## config.mk

```make
export PLATFORM = sky130hd
export DESIGN_NAME = reg_file_rename
export DESIGN_NICKNAME = d
export VERILOG_FILES = /design/src/rtl/reg_file_rename.sv
export SDC_FILE = /design/constraint.sdc
export NUM_CORES = 2
export LEC_CHECK = 0
export ABC_AREA = 1
export CORE_MARGIN = 1
export CORE_UTILIZATION = 45
export CTS_CLUSTER_SIZE = 20
export DETAILED_ROUTE_END_ITERATION = 8
export GPL_TIMING_DRIVEN = 1
export SKIP_LAST_GASP = 1
export SLEW_MARGIN = 25
export SYNTH_ARGS = -nofsm -noshare
export SYNTH_HDL_FRONTEND = slang
export SYNTH_SLANG_ARGS = --single-unit
```

## constraint.sdc

```tcl
create_clock -name clk_in -period 5.3 [get_ports clk_in]
set_clock_uncertainty 0.1 [all_clocks]
set_input_delay 0.795 -clock clk_in [delete_from_list [all_inputs] [get_ports clk_in]]
set_output_delay 0.795 -clock clk_in [all_outputs]
set_load 0.1 [all_outputs]
```

## src/rtl/reg_file_rename.sv

```systemverilog
// ----------------------------------------------------------------------------
// reg_file_rename
//
// Architectural register file with rename-tag tracking. It sits directly
// downstream of the reorder buffer.
//
// Each of the 32 architectural registers holds:
//   - a committed 32-bit value,
//   - a busy flag, set while an in-flight instruction still owes the register
//     a result,
//   - the ROB id of that producer.
// Register 0 is hard-wired to zero and is never busy.
//
// Ports:
//   clk_in             system clock; all state updates on the rising edge
//   rst_in             synchronous active-low reset; overrides everything,
//                      including rdy_in
//   rdy_in             global ready; state holds while low
//   clear              pipeline flush: drops every pending tag and keeps values
//   set_reg_id         commit destination register (0 = no commit)
//   set_val            commit value
//   set_reg_on_rob_id  ROB id of the committing entry
//   set_dep_reg_id     rename destination register (0 = no rename)
//   set_dep_rob_id     ROB id allocated to the renamed register
//   rs1_id / rs2_id    operand query indices
//   rsN_val            operand value (meaningful when rsN_busy = 0)
//   rsN_busy           operand still awaits an in-flight producer
//   rsN_rob_id         producer ROB id (0 when not busy)
// ----------------------------------------------------------------------------
module reg_file_rename #(
    parameter int unsigned ROB_WIDTH_BIT = 4
) (
    input  logic                     clk_in,
    input  logic                     rst_in,
    input  logic                     rdy_in,
    input  logic                     clear,
    input  logic [4:0]               set_reg_id,
    input  logic [31:0]              set_val,
    input  logic [ROB_WIDTH_BIT-1:0] set_reg_on_rob_id,
    input  logic [4:0]               set_dep_reg_id,
    input  logic [ROB_WIDTH_BIT-1:0] set_dep_rob_id,
    input  logic [4:0]               rs1_id,
    input  logic [4:0]               rs2_id,
    output logic [31:0]              rs1_val,
    output logic                     rs1_busy,
    output logic [ROB_WIDTH_BIT-1:0] rs1_rob_id,
    output logic [31:0]              rs2_val,
    output logic                     rs2_busy,
    output logic [ROB_WIDTH_BIT-1:0] rs2_rob_id
);

    // ------------------------------------------------------------------------
    // State
    // ------------------------------------------------------------------------
    logic [31:0]              r_val [32];
    logic [31:0]              r_busy;
    logic [ROB_WIDTH_BIT-1:0] r_dep [32];

    logic [31:0]              w_val_d [32];
    logic [31:0]              w_busy_d;
    logic [ROB_WIDTH_BIT-1:0] w_dep_d [32];

    logic                     w_commit;
    logic                     w_rename;
    logic                     w_commit_match;

    assign w_commit = (set_reg_id != 5'd0);
    assign w_rename = (set_dep_reg_id != 5'd0);

    // A commit releases the register only when it comes from the producer that
    // is currently recorded. An older producer retiring after a newer rename
    // must leave that rename pending.
    assign w_commit_match = w_commit && r_busy[set_reg_id]
                            && (r_dep[set_reg_id] == set_reg_on_rob_id);

    // ------------------------------------------------------------------------
    // Next-state
    // ------------------------------------------------------------------------
    always_comb begin
        for (int i = 0; i < 32; i++) begin
            w_val_d[i] = r_val[i];
            w_dep_d[i] = r_dep[i];
        end
        w_busy_d = r_busy;

        if (rdy_in) begin
            if (w_commit) begin
                w_val_d[set_reg_id] = set_val;
                if (w_commit_match) begin
                    w_busy_d[set_reg_id] = 1'b0;
                end
            end

            // A flush discards the same-cycle rename. The committed value
            // written above is kept.
            if (clear) begin
                w_busy_d = '0;
                for (int i = 0; i < 32; i++) begin
                    w_dep_d[i] = '0;
                end
            end else if (w_rename) begin
                // The rename is applied after the commit, so it wins on the
                // same register.
                w_busy_d[set_dep_reg_id] = 1'b1;
                w_dep_d[set_dep_reg_id]  = set_dep_rob_id;
            end
        end

        // x0 stays constant whatever the requests carry.
        w_val_d[0]  = '0;
        w_busy_d[0] = 1'b0;
        w_dep_d[0]  = '0;
    end

    // ------------------------------------------------------------------------
    // State registers (synchronous active-low reset)
    // ------------------------------------------------------------------------
    always_ff @(posedge clk_in) begin
        if (!rst_in) begin
            r_busy <= '0;
            for (int i = 0; i < 32; i++) begin
                r_val[i] <= '0;
                r_dep[i] <= '0;
            end
        end else begin
            r_busy <= w_busy_d;
            for (int i = 0; i < 32; i++) begin
                r_val[i] <= w_val_d[i];
                r_dep[i] <= w_dep_d[i];
            end
        end
    end

    // ------------------------------------------------------------------------
    // Operand queries
    // ------------------------------------------------------------------------
    // The commit bypass lets the decoder see a value that is retiring this
    // cycle. The same-cycle rename is deliberately invisible here.
    logic w_rs1_bypass;
    logic w_rs2_bypass;

    assign w_rs1_bypass = rdy_in && (rs1_id != 5'd0) && (set_reg_id == rs1_id)
                          && r_busy[rs1_id] && (r_dep[rs1_id] == set_reg_on_rob_id);
    assign w_rs2_bypass = rdy_in && (rs2_id != 5'd0) && (set_reg_id == rs2_id)
                          && r_busy[rs2_id] && (r_dep[rs2_id] == set_reg_on_rob_id);

    always_comb begin
        rs1_val    = '0;
        rs1_busy   = 1'b0;
        rs1_rob_id = '0;
        if (rs1_id == 5'd0) begin
            rs1_val    = '0;
        end else if (w_rs1_bypass) begin
            rs1_val    = set_val;
        end else begin
            rs1_val    = r_val[rs1_id];
            rs1_busy   = r_busy[rs1_id];
            rs1_rob_id = r_busy[rs1_id] ? r_dep[rs1_id] : '0;
        end
    end

    always_comb begin
        rs2_val    = '0;
        rs2_busy   = 1'b0;
        rs2_rob_id = '0;
        if (rs2_id == 5'd0) begin
            rs2_val    = '0;
        end else if (w_rs2_bypass) begin
            rs2_val    = set_val;
        end else begin
            rs2_val    = r_val[rs2_id];
            rs2_busy   = r_busy[rs2_id];
            rs2_rob_id = r_busy[rs2_id] ? r_dep[rs2_id] : '0;
        end
    end

endmodule

```

==> results_dict.tcl <==
set metrics [dict create \
    die_w_um 372 \
    antenna_found_initial 26 \
    drtAntennaViolNets 0 \
    layout.cells.non_filler 10600 \
    postCtsHoldBufs 0 \
    layout.nets 8791 \
    cp.required_ns 4.41 \
    fp.dieH_um 372 \
    routabilityCongestion 0.987 \
    p_total_mw 22.3 \
    hpwl_um 179000 \
    syn_inst 9137 \
    ys_ff_latch 1147 \
    seq_area_sq_um 23000 \
    async_flop_share 0 \
    core_sq_um 135000 \
    cts_tree "yes" \
    clock-root-buffer "clkbuf_16" \
    grt_max_degree 240 \
    fp.dieArea_sq_um 138000 \
    clk_pin_slew_ns 0.06 \
    area_delta_synth_final_pct 13.0 \
    grt_pass1_vias 64100 \
    whs_ns 0.313 \
    p_leak_nw 24.1 \
    min_period_ns 5.22 \
    yosys.area.top_type "dfxtp_1" \
    ios 138 \
    yosysWarnings 0 \
    hold_path_class "input port to flip-flop" \
    critPathLaunchType "input port" \
    setup-tns-final_ns 0 \
    cts_buffers 135 \
    drc 0 \
    nFillCells 13500 \
    status "finished clean" \
    port-buffer-count 137 \
    ctsResizeCount 0 \
    initial_core_util 0.454 \
    syn_nets 9201 \
    synth_top_area_frac 0.374 \
    synthTopCellsByCount "1822 x a21oi_1, 1535 x nand2_1, 1414 x o21ai_0" \
    htree_levels 4 \
    hold_viol 0 \
    rsz0062_at_grt "no" \
    fin_crit_sh 0.985 \
    maxCapViolCount 0 \
    grt_pass1_wl_um 451000 \
    end_kind "output port" \
    max-vdd-ir-drop_mv 0.301 \
    drtIter0Drc 11500 \
    worst_pin_slew_ns 1.34 \
    worstPathMaxFanout 68 \
    relSlewSlack 0.108 \
    path_class "input port to output port" \
    synth_area_sq_um 61500 \
    fin_ws_ns 0.0813 \
    multi_input_area_sq_um 32600 \
    setup_violations 0 \
    track_usage 0.442 \
    layout-drive-gt1-share 0.0727 \
    dp_cells 10400 \
    row_count 135 \
    syn_area_per_cell_sq_um 6.73 \
    cts_sinks 1147 \
    yosysMostFrequentCell "a21oi_1" \
    cts_setup_buffers 0 \
    worstPathArrival_ns 4.32 \
    synth_ff_type "dfxtp_1" \
    synth-edff-count 0 \
    maxClockFrequency_mhz 192 \
    dr.pass1.iters 6 \
    grt-ovfl-total 0 \
    avgRoutedWirePerCell_um 29.8 \
    wl_um 316000 \
    slew_viol_final 0 \
    clk_path_buf_depth 3 \
    vias 71000 \
    ys_types 38 \
    dp_slack_ns 0.385 \
    synth.area.top_cells "dfxtp_1 37%, a21oi_1 15%, o21ai_0 12%" \
    worstSkewPairLatency_ns 0.80 \
    p_per_area_nw_per_um2 321 \
    via_per_inst 6.69 \
    synth-seq-area-share 0.374 \
]
worst max-delay path, cell delays in order:
cell and delay [ns]:
buf_4 0.20, nor2_4 0.63, inv_8 0.30, buf_12 0.38, buf_4 0.28, o21ai_0 0.16
o221ai_1 0.13, and3_1 0.23, a31oi_1 0.70, nand2_1 0.12, nand2_1 0.11, inv_1 0.06
buf_12 0.16
power by group:
group | internal [mW] | leakage (nW) | switching, mW
Clock | 5.69 | 2.24 | 4.12
Sequential | 8.71 | 9.25 | 0.0603
Combinational | 0.944 | 12.6 | 2.79
Total | 15.3 | 24.1 | 6.97
flip-flops by register name, indices dropped and copies added, names as in the netlist:
| register | count |
|---|---|
| r_busy | 31 |
| r_dep | 124 |
| r_val | 992 |
placed cells by master, fill, tap and decap left out, types with 5 or more instances in the layout:
master              n
clkbuf_8           31
o221ai_1          334
nand4_1            81
a211oi_1            6
nand2_2            13
clkbuf_16         138
o211ai_1          237
clkbuf_1           26
o21ai_0          1414
nor2_4             24
buf_12            114
nand2_1          1513
a22oi_1            18
inv_1             635
diode_2            14
nand3_1           564
o22ai_1             7
clkinv_2           22
nand2_4             8
bufinv_16           9
nor3_1             11
nor2_2             12
o2111ai_1          64
nand2_8             5
nor2_1            179
inv_8               6
a21oi_1          1822
and3_1             16
dfxtp_1          1147
clkdlybuf4s50_1    52
inv_2              10
buf_4             212
o21ai_1            23
clkinv_8            5
a31oi_1            20
layer usage:
layer  up-vias  track usage  part of all wire
met5         -            0           0.00029
met4        16        0.302             0.075
met3      1269        0.118              0.13
met2      5393        0.642              0.42
met1     33200        0.567              0.38
li1      31100            -                 -
final timing paths:
kind / startpoint / endpoint / slack (ns) / depth (start not counted)
worst max-delay path: rs2_id[1] / rs2_val[7] / 0.08 / 13
worst min-delay path: rdy_in / r_val[11][24] / 0.31 / 3
worst max register to register: r_dep[5][2] / r_busy[3] / 2.67 / 15
worst min register to register: r_val[5][18] / r_val[5][18] / 0.35 / 2
logic make-up (layout without fill, tap and decap cells):
family,after synthesis,count (layout),share of synthesized area
compound gates,3950,3950,0.357
other cells,0,14,0
xor+xnor,5,5,0.000712
buf+inv,1597,1288,0.102
simple gates,2438,2438,0.166
flops,1147,1147,0.374
final cells by class:
cell class,count,share of cell area
multi-input combinational,6393,0.469
sequential,1147,0.331
timing repair buffer,387,0.0653
clock buffer,195,0.0573
inverter,663,0.0366
tap,1781,0.0321
clock inverter,43,0.00861
antenna,14,0.000504
through the flow:
| stage | area [sq um] | utilization |
|---|---|---|
| finish | 69500 | 0.513 |
| global route | 69400 | 0.513 |
| CTS | 69300 | 0.512 |
| detailed placement | 64800 | 0.478 |
| global placement | 64800 | 0.478 |
| floorplan | 61500 | - |
(Power assumes the default switching activity.)
